File: src/rtl/pl_reg_fd_q.sv
// Fetch/decode pipeline queue: DEPTH-entry in-order buffer between the fetch
// and decode stages with valid/ready on both sides, a synchronous flush-all
// and a per-thread kill that squashes only the matching thread's entries.
// Killed entries keep their slot and are dropped silently when they reach the head.
module pl_reg_fd_q #(
  parameter int ADDRESS_WIDTH = 32,
  parameter int DATA_WIDTH    = 32,
  parameter int BITS_THREADS  = 3,
  parameter int DEPTH         = 2
) (
  input  logic                      clk,
  input  logic                      rst,
  input  logic                      clr,
  input  logic                      kill_en_i,
  input  logic [BITS_THREADS-1:0]   kill_tid_i,
  input  logic                      valid_f_i,
  output logic                      ready_f_o,
  input  logic [ADDRESS_WIDTH-1:0]  pc_f_i,
  input  logic [ADDRESS_WIDTH-1:0]  pc_plus4_f_i,
  input  logic [DATA_WIDTH-1:0]     instr_f_i,
  input  logic [BITS_THREADS-1:0]   tid_f_i,
  output logic                      valid_d_o,
  input  logic                      ready_d_i,
  output logic [ADDRESS_WIDTH-1:0]  pc_d_o,
  output logic [ADDRESS_WIDTH-1:0]  pc_plus4_d_o,
  output logic [DATA_WIDTH-1:0]     instr_d_o,
  output logic [BITS_THREADS-1:0]   tid_d_o,
  output logic [$clog2(DEPTH):0]    count_o
);

  localparam int PW = $clog2(DEPTH);
  localparam int CW = PW + 1;
  localparam logic [CW-1:0] DEPTH_C = CW'(DEPTH);
  localparam logic [PW-1:0] PTR_ONE = PW'(32'd1);

  // Entry storage; payload fields carry no reset-relevant meaning once the live bit is clear.
  logic [ADDRESS_WIDTH-1:0] pc_q       [DEPTH];
  logic [ADDRESS_WIDTH-1:0] pc_plus4_q [DEPTH];
  logic [DATA_WIDTH-1:0]    instr_q    [DEPTH];
  logic [BITS_THREADS-1:0]  tid_q      [DEPTH];
  logic [DEPTH-1:0]         live_q, live_d;

  logic [PW-1:0] rd_ptr_q, rd_ptr_d;
  logic [PW-1:0] wr_ptr_q, wr_ptr_d;
  logic [CW-1:0] count_q, count_d;

  logic nonempty_s;
  logic head_live_s;
  logic ready_s;
  logic valid_s;
  logic push_s;
  logic pop_s;
  logic push_live_s;

  // Handshake qualifiers, all derived from stored state (ready never looks at ready_d_i).
  always_comb begin
    nonempty_s  = (count_q != {CW{1'b0}});
    head_live_s = live_q[rd_ptr_q];
    ready_s     = (count_q < DEPTH_C);
    valid_s     = nonempty_s & head_live_s;
    push_s      = valid_f_i & ready_s;
    // A dead head is retired every cycle without waiting for decode.
    pop_s       = (valid_s & ready_d_i) | (nonempty_s & ~head_live_s);
    // A beat from the thread being killed this cycle is accepted but born dead.
    push_live_s = ~(kill_en_i & (kill_tid_i == tid_f_i));
  end

  // Next-state for pointers, occupancy and live bits; clr overrides everything else.
  always_comb begin
    live_d   = live_q;
    rd_ptr_d = rd_ptr_q;
    wr_ptr_d = wr_ptr_q;
    count_d  = count_q;
    if (clr) begin
      live_d   = {DEPTH{1'b0}};
      rd_ptr_d = {PW{1'b0}};
      wr_ptr_d = {PW{1'b0}};
      count_d  = {CW{1'b0}};
    end else begin
      if (pop_s) begin
        live_d[rd_ptr_q] = 1'b0;
        rd_ptr_d         = rd_ptr_q + PTR_ONE;
      end else begin
        rd_ptr_d = rd_ptr_q;
      end
      for (int i = 0; i < DEPTH; i++) begin
        live_d[i] = live_d[i] & ~(kill_en_i & (tid_q[i] == kill_tid_i));
      end
      // The write slot is always empty when pushing, so this cannot collide with a pop.
      if (push_s) begin
        live_d[wr_ptr_q] = push_live_s;
        wr_ptr_d         = wr_ptr_q + PTR_ONE;
      end else begin
        wr_ptr_d = wr_ptr_q;
      end
      count_d = count_q + {{PW{1'b0}}, push_s} - {{PW{1'b0}}, pop_s};
    end
  end

  // Control state register.
  always_ff @(posedge clk or posedge rst) begin
    if (rst) begin
      live_q   <= {DEPTH{1'b0}};
      rd_ptr_q <= {PW{1'b0}};
      wr_ptr_q <= {PW{1'b0}};
      count_q  <= {CW{1'b0}};
    end else begin
      live_q   <= live_d;
      rd_ptr_q <= rd_ptr_d;
      wr_ptr_q <= wr_ptr_d;
      count_q  <= count_d;
    end
  end

  // Capture the fetch payload into the slot at the write pointer.
  always_ff @(posedge clk or posedge rst) begin
    if (rst) begin
      for (int i = 0; i < DEPTH; i++) begin
        pc_q[i]       <= {ADDRESS_WIDTH{1'b0}};
        pc_plus4_q[i] <= {ADDRESS_WIDTH{1'b0}};
        instr_q[i]    <= {DATA_WIDTH{1'b0}};
        tid_q[i]      <= {BITS_THREADS{1'b0}};
      end
    end else if (push_s & ~clr) begin
      pc_q[wr_ptr_q]       <= pc_f_i;
      pc_plus4_q[wr_ptr_q] <= pc_plus4_f_i;
      instr_q[wr_ptr_q]    <= instr_f_i;
      tid_q[wr_ptr_q]      <= tid_f_i;
    end else begin
      pc_q[wr_ptr_q]       <= pc_q[wr_ptr_q];
      pc_plus4_q[wr_ptr_q] <= pc_plus4_q[wr_ptr_q];
      instr_q[wr_ptr_q]    <= instr_q[wr_ptr_q];
      tid_q[wr_ptr_q]      <= tid_q[wr_ptr_q];
    end
  end

  // Decode-side view: head entry when valid, all-zero otherwise.
  always_comb begin
    if (valid_s) begin
      pc_d_o       = pc_q[rd_ptr_q];
      pc_plus4_d_o = pc_plus4_q[rd_ptr_q];
      instr_d_o    = instr_q[rd_ptr_q];
      tid_d_o      = tid_q[rd_ptr_q];
    end else begin
      pc_d_o       = {ADDRESS_WIDTH{1'b0}};
      pc_plus4_d_o = {ADDRESS_WIDTH{1'b0}};
      instr_d_o    = {DATA_WIDTH{1'b0}};
      tid_d_o      = {BITS_THREADS{1'b0}};
    end
  end

  assign ready_f_o = ready_s;
  assign valid_d_o = valid_s;
  assign count_o   = count_q;

endmodule

File: config.mk
export PLATFORM = sky130hd
export DESIGN_NAME = pl_reg_fd_q
export DESIGN_NICKNAME = d
export VERILOG_FILES = /design/src/rtl/pl_reg_fd_q.sv
export SDC_FILE = /design/constraint.sdc
export NUM_CORES = 1
export LEC_CHECK = 0
export CORE_UTILIZATION = 40
export CTS_CLUSTER_DIAMETER = 200
export DETAILED_ROUTE_END_ITERATION = 7
export PLACE_DENSITY = 0.65
export SYNTH_ARGS = -nofsm -noshare
export SYNTH_HDL_FRONTEND = slang
export SYNTH_SLANG_ARGS = --single-unit
File: constraint.sdc
create_clock -name clk -period 10.9 [get_ports clk]
set_input_delay 2.18 -clock clk [delete_from_list [all_inputs] [get_ports clk]]
set_output_delay 2.18 -clock clk [all_outputs]
set_load 0.02 [all_outputs]
# After elaboration in Yosys (flattened, before gate mapping)
# Cells that the tools add are included.
[op_classes]
add_sub_neg = 4
order_cmp = 8
eq_ne = 3
mux = 60
bitwise_logic = 20
n_reduce_logical = 6
[ops]
columns = ["op", "count"]
rows = [
  ["2-to-1 mux 32 bit", 22],
  ["bitwise mux 64 bit", 6],
  ["2-to-1 mux 64 bit", 3],
  ["demux 32 bit (select 1 bit)", 1],
  ["2-to-1 mux 3 bit", 8],
  ["bitwise mux 6 bit", 2],
  ["bitwise AND 1 bit", 10],
  ["2-to-1 mux 2 bit", 5],
  ["equality test 3 bit", 3],
  ["2-to-1 mux 1 bit", 8],
  ["2-to-1 mux 6 bit", 1],
  ["nonzero test 2 bit", 3],
  ["NOT 1 bit", 5],
  [">= comparator 2 bit, second input constant", 2],
  ["less-than comparator 1 x 2 -> 1 bit, second input constant", 2],
  ["NOT 1 -> 2 bit", 2],
  ["demux 3 bit (select 1 bit)", 1],
  ["logical AND 1 bit", 3],
  ["adder 1 bit, second input constant", 2],
  ["adder 2 x 1 -> 2 bit", 1],
  ["bitwise AND 2 bit", 1],
  ["bitwise mux 2 bit", 1],
  ["demux 1 bit (select 1 bit)", 2],
  [">= comparator 1 bit, second input constant", 2],
  ["5 further kinds", 5],
]
[totals]
ff_bits = 204
input_bits = 108
out_inout_bits = 103
wordCells = 113

# Longest topological paths before layout
[depth]
ltp_word = 12
depth_mapped = 10
mapped_depth_nobuf = 9

# Worst setup path after synthesis
# No wires, ideal clock.
[synth_timing]
path_type = "reg-to-output"
startpoint = "reg count_q[1], in the netlist count_o[1]"
endpoint = "out instr_d_o[0]"
arrival_time_ns = 1.499
slack_ns = 7.221
stages_incl_launch_ff = 6
path_buffers = 2
path_cell_list = "dfrtp_1 > nor2_1 > or2_2 > buf_4 > buf_6 > nor2_1"
[synth_via]
elab_chain_len = 3
[synth_lines]
columns = ["item", "line", "rtl"]
rows = [
  ["start: declaration", "45", "logic [CW-1:0] count_q, count_d;"],
  ["start signal: assignment", "106", "count_q <= {CW{1'b0}};"],
  ["start signal: assignment", "111", "count_q <= count_d;"],
  ["nonzero test 2 bit", "57", "nonempty_s = (count_q != {CW{1'b0}});"],
  ["bitwise AND 1 bit", "60", "valid_s = nonempty_s & head_live_s;"],
  ["2-to-1 mux 32 bit", "139", "if (valid_s) begin"],
  ["end: declaration", "26", "output logic [DATA_WIDTH-1:0] instr_d_o,"],
]
# No other way between the ends.

# Worst setup path after layout
[layout_timing]
startpoint = "reg rd_ptr_q"
endpoint = "out pc_d_o[31]"
[layout_via]
elab_chain_len = 5
[layout_lines]
columns = ["item", "line", "rtl"]
rows = [
  ["start: declaration", "43", "logic [PW-1:0] rd_ptr_q, rd_ptr_d;"],
  ["start signal: assignment", "104", "rd_ptr_q <= {PW{1'b0}};"],
  ["start signal: assignment", "109", "rd_ptr_q <= rd_ptr_d;"],
  ["NOT 1 -> 2 bit (not written as such)", "140", "pc_d_o = pc_q[rd_ptr_q];"],
  ["2-to-1 mux 32 bit (not written as such) (3 in a row)", "140", ""],
  ["2-to-1 mux 32 bit *", "139", ""],
  ["end: declaration", "24", "output logic [ADDRESS_WIDTH-1:0] pc_d_o,"],
]
# Every way passes the cells marked *; elsewhere a longest branch is shown, timed or not. The select of a mux whose other input is x is not followed.

==> impl_metrics.tcl <==
set metrics [dict create \
    grt_max_degree 124 \
    slew_headroom_pct 27.6 \
    num_vias 5912 \
    slew_violations 0 \
    worstSkewPairLatency_ns 0.50 \
    layout-drive-gt1-share_pct 27.1 \
    power.net_switching_uw 981 \
    place_hpwl_mm 13.6 \
    initial_core_util_pct 41.1 \
    clkPwrFrac_pct 23.7 \
    power.leakage_nw 5.50 \
    min-delay-path-class "reg2reg" \
    switching_share_pct 29.5 \
    gp_congestion 0.713 \
    cts.sinks 204 \
    seqPwrFrac_pct 40.7 \
    drtPass1Iterations 4 \
    first_iter_violations 227 \
    yosys-top-cells-area "dfrtp_1 51%, mux2_4 22%, mux2i_1 9.9%" \
    finalHoldViolCount 0 \
    grt_use_total_pct 16.7 \
    critPathLaunchType "flop" \
    numCtsBuffers 23 \
    crit_fanout 71 \
    min_period_ns 5.86 \
    core_area_um2 24500 \
    cts_tree "done" \
    criticalPathCategory "reg2out" \
    status "finished clean" \
    cts_resized 0 \
    powerDensity_nw_per_um2 257 \
    max_stage_delay_ns 0.97 \
    setup_viol 0 \
    ant_nets 0 \
    cap_violations 0 \
    fmax_mhz 171 \
    hold_buffers 0 \
    pin_count 211 \
    pwr-share-comb_pct 35.7 \
    period_share_pct 53.7 \
    cts_root_buffer "clkbuf_16" \
    yosys.area.top_type_share_pct 50.6 \
    die_w_um 161 \
    post_drt_wl_per_cell_um 17.6 \
    rows 57 \
    ys_types 28 \
    grt_pass1_vias 6307 \
    synth_seq_cells 204 \
    crit_path_end_kind "primary output" \
    dieArea_um2 25900 \
    internal-power_mw 2.34 \
    cts_setup_buffers 0 \
    cp.required_ns 8.72 \
    skew_ns 0.00522 \
    portBuffers 210 \
    final_cell_count_no_fill 1229 \
    rsz0062_at_grt "no" \
    wirelength_mm 21.6 \
    synth_area_um2 10100 \
    syn-num-nets 801 \
    worstMarginPinSlew_ns 1.09 \
    antenna_found_initial 1 \
    htree_levels 1 \
    routed_via_density 4.81 \
    clockBufferDepth 3 \
    dieHeight_um 161 \
    cp.arrival_ns 3.68 \
    area_growth_pct 28.2 \
    critPathSlowestCell "dfrtp_4" \
    tns_ns 0 \
    ir_drop_uv 119 \
    syn_inst 691 \
    yosysSeqAreaShare_pct 50.6 \
    yosys_warnings 0 \
    grt.overflow.total 0 \
    yosysTopAreaCell "dfrtp_1" \
    clkTransAtPathRegs_ns 0.06 \
    drc_errors 0 \
    grt_pass1_wl_mm 34.7 \
    dp_cells 1187 \
    fin_nets 998 \
    cp_cell_sequence "mux2i_1 -> or2_4 -> buf_4 -> nor2_1 -> clkdlybuf4s50_1" \
    syn_area_per_cell_um2 14.6 \
]
stage by stage:
| step | area [µm²] | power, mW | util (%) | setup WS, ns | hold slack (ns) |
|---|---|---|---|---|---|
| after floorplan | 10100 | 2.25 | - | 3.15 | 0.480 |
| final | 12900 | 3.33 | 52.7 | 5.04 | 0.503 |
| after global routing | 12900 | 3.52 | 52.7 | 4.83 | 0.518 |
| after global placement | 12200 | 2.54 | 49.6 | 5.59 | 0.489 |
| after detailed placement | 12200 | 2.55 | 49.6 | 5.55 | 0.491 |
| after CTS | 12900 | 3.37 | 52.7 | 5.00 | 0.509 |
power by group through the flow:
stage | Sequential [mW] | Clock (mW) | Combinational, mW
3_5_place_dp | 1.35 | 0 | 1.20
3_3_place_gp | 1.35 | 0 | 1.18
5_1_grt | 1.40 | 0.837 | 1.28
6_report | 1.35 | 0.787 | 1.19
2_1_floorplan | 1.27 | 0 | 0.976
4_1_cts | 1.35 | 0.813 | 1.20
area by class of cell:
cell class	instances	area, µm²
Clock inverter	6	105
Tap cell	324	405
Antenna cell	1	2.50
Fill cell	2105	11600
Multi-Input combinational cell	436	4470
Inverter	6	30.0
Clock buffer	35	661
Sequential cell	204	5110
Timing Repair Buffer	217	2150
layout by cell type, fill, tap and decap left out, types with 2 or more instances in the layout:
cell type | netlist | layout
nor2_1 | 104 | 104
a32o_1 | 2 | 2
ha_1 | 2 | 2
nand2b_1 | 3 | 3
a21oi_1 | 2 | 2
bufinv_16 | 0 | 3
clkdlybuf4s50_1 | 0 | 210
clkbuf_1 | 3 | 8
dfrtp_1 | 204 | 203
mux2i_1 | 100 | 100
xnor2_1 | 12 | 12
clkbuf_8 | 0 | 4
clkinv_2 | 0 | 3
mux2_4 | 148 | 148
mux2_2 | 49 | 49
inv_1 | 5 | 4
clkbuf_16 | 0 | 23
buf_4 | 1 | 7
nand4_1 | 3 | 3
layer usage:
| layer | vias to the layer above | GRT usage, % | routed length, µm |
|---|---|---|---|
| li1 | 2786 | - | - |
| met1 | 2966 | 23.0 | 9990 |
| met2 | 137 | 26.8 | 10000 |
| met3 | 23 | 4.11 | 1280 |
| met4 | 0 | 3.56 | 364 |
| met5 | - | 0 | 0 |
flip-flops by register name, indices dropped and copies added, names as in the netlist:
signal      cells
wr_ptr_q        1
count_o         2
pc_plus4_q     64
instr_q        64
tid_q           6
pc_q           64
rd_ptr_q        1
live_q          2
worst max-delay path: cells and delay by family, from the launching register on:
kind | cells | cell delay [ns]
and+or+nand+nor | 2 | 0.54
DFF | 1 | 0.97
buffers and inverters | 2 | 1.21
muxes | 1 | 0.31
synthesized netlist by cell type:
| cell type | number |
|---|---|
| nand3_1 | 1 |
| nand2b_1 | 3 |
| buf_6 | 22 |
| nor3_2 | 1 |
| a21oi_1 | 2 |
| buf_4 | 1 |
| nor2b_1 | 1 |
| inv_1 | 5 |
| mux2_4 | 148 |
| mux2_1 | 1 |
| dfrtp_1 | 204 |
| nor2b_4 | 1 |
| o211a_1 | 1 |
| clkbuf_1 | 3 |
| inv_2 | 1 |
| nand3b_1 | 1 |
| mux2i_1 | 100 |
| buf_2 | 9 |
| or2_2 | 2 |
| and3_1 | 1 |
| nand4_1 | 3 |
| a32o_1 | 2 |
| buf_12 | 10 |
| ha_1 | 2 |
| nor2_1 | 104 |
| mux2_2 | 49 |
| xnor2_1 | 12 |
| a311oi_1 | 1 |
final timing paths:
| check | startpoint | end | slack (ns) | depth (start not counted) |
|---|---|---|---|---|
| max | rd_ptr_q$_DFFE_PP0P_ | pc_d_o[31] | 5.04 | 5 |
| min | instr_q[13]$_DFFE_PP0P_ | instr_q[13]$_DFFE_PP0P_ | 0.50 | 1 |
| min reg2reg | instr_q[13]$_DFFE_PP0P_ | instr_q[13]$_DFFE_PP0P_ | 0.50 | 1 |
| min in group asynchronous | rst | pc_q[28]$_DFFE_PP0P_ | 2.26 | 2 |
| max in group asynchronous | rst | tid_q[2]$_DFFE_PP0P_ | 7.02 | 3 |
| max reg2reg | count_o[1]$_DFF_PP0_ | pc_plus4_q[29]$_DFFE_PP0P_ | 8.08 | 4 |
cells by family (layout without fill, tap and decap cells):
group | after synthesis | after routing | share of synthesized area [%]
mux | 298 | 298 | 37.5
flops | 204 | 204 | 50.6
xor+xnor | 12 | 12 | 1.04
simple gates | 118 | 118 | 4.85
compound gates | 6 | 6 | 0.483
fa+ha+maj | 2 | 2 | 0.248
buf+inv | 51 | 264 | 5.29
other cells | 0 | 1 | 0
Note: power is estimated with default switching activity, not from simulation.
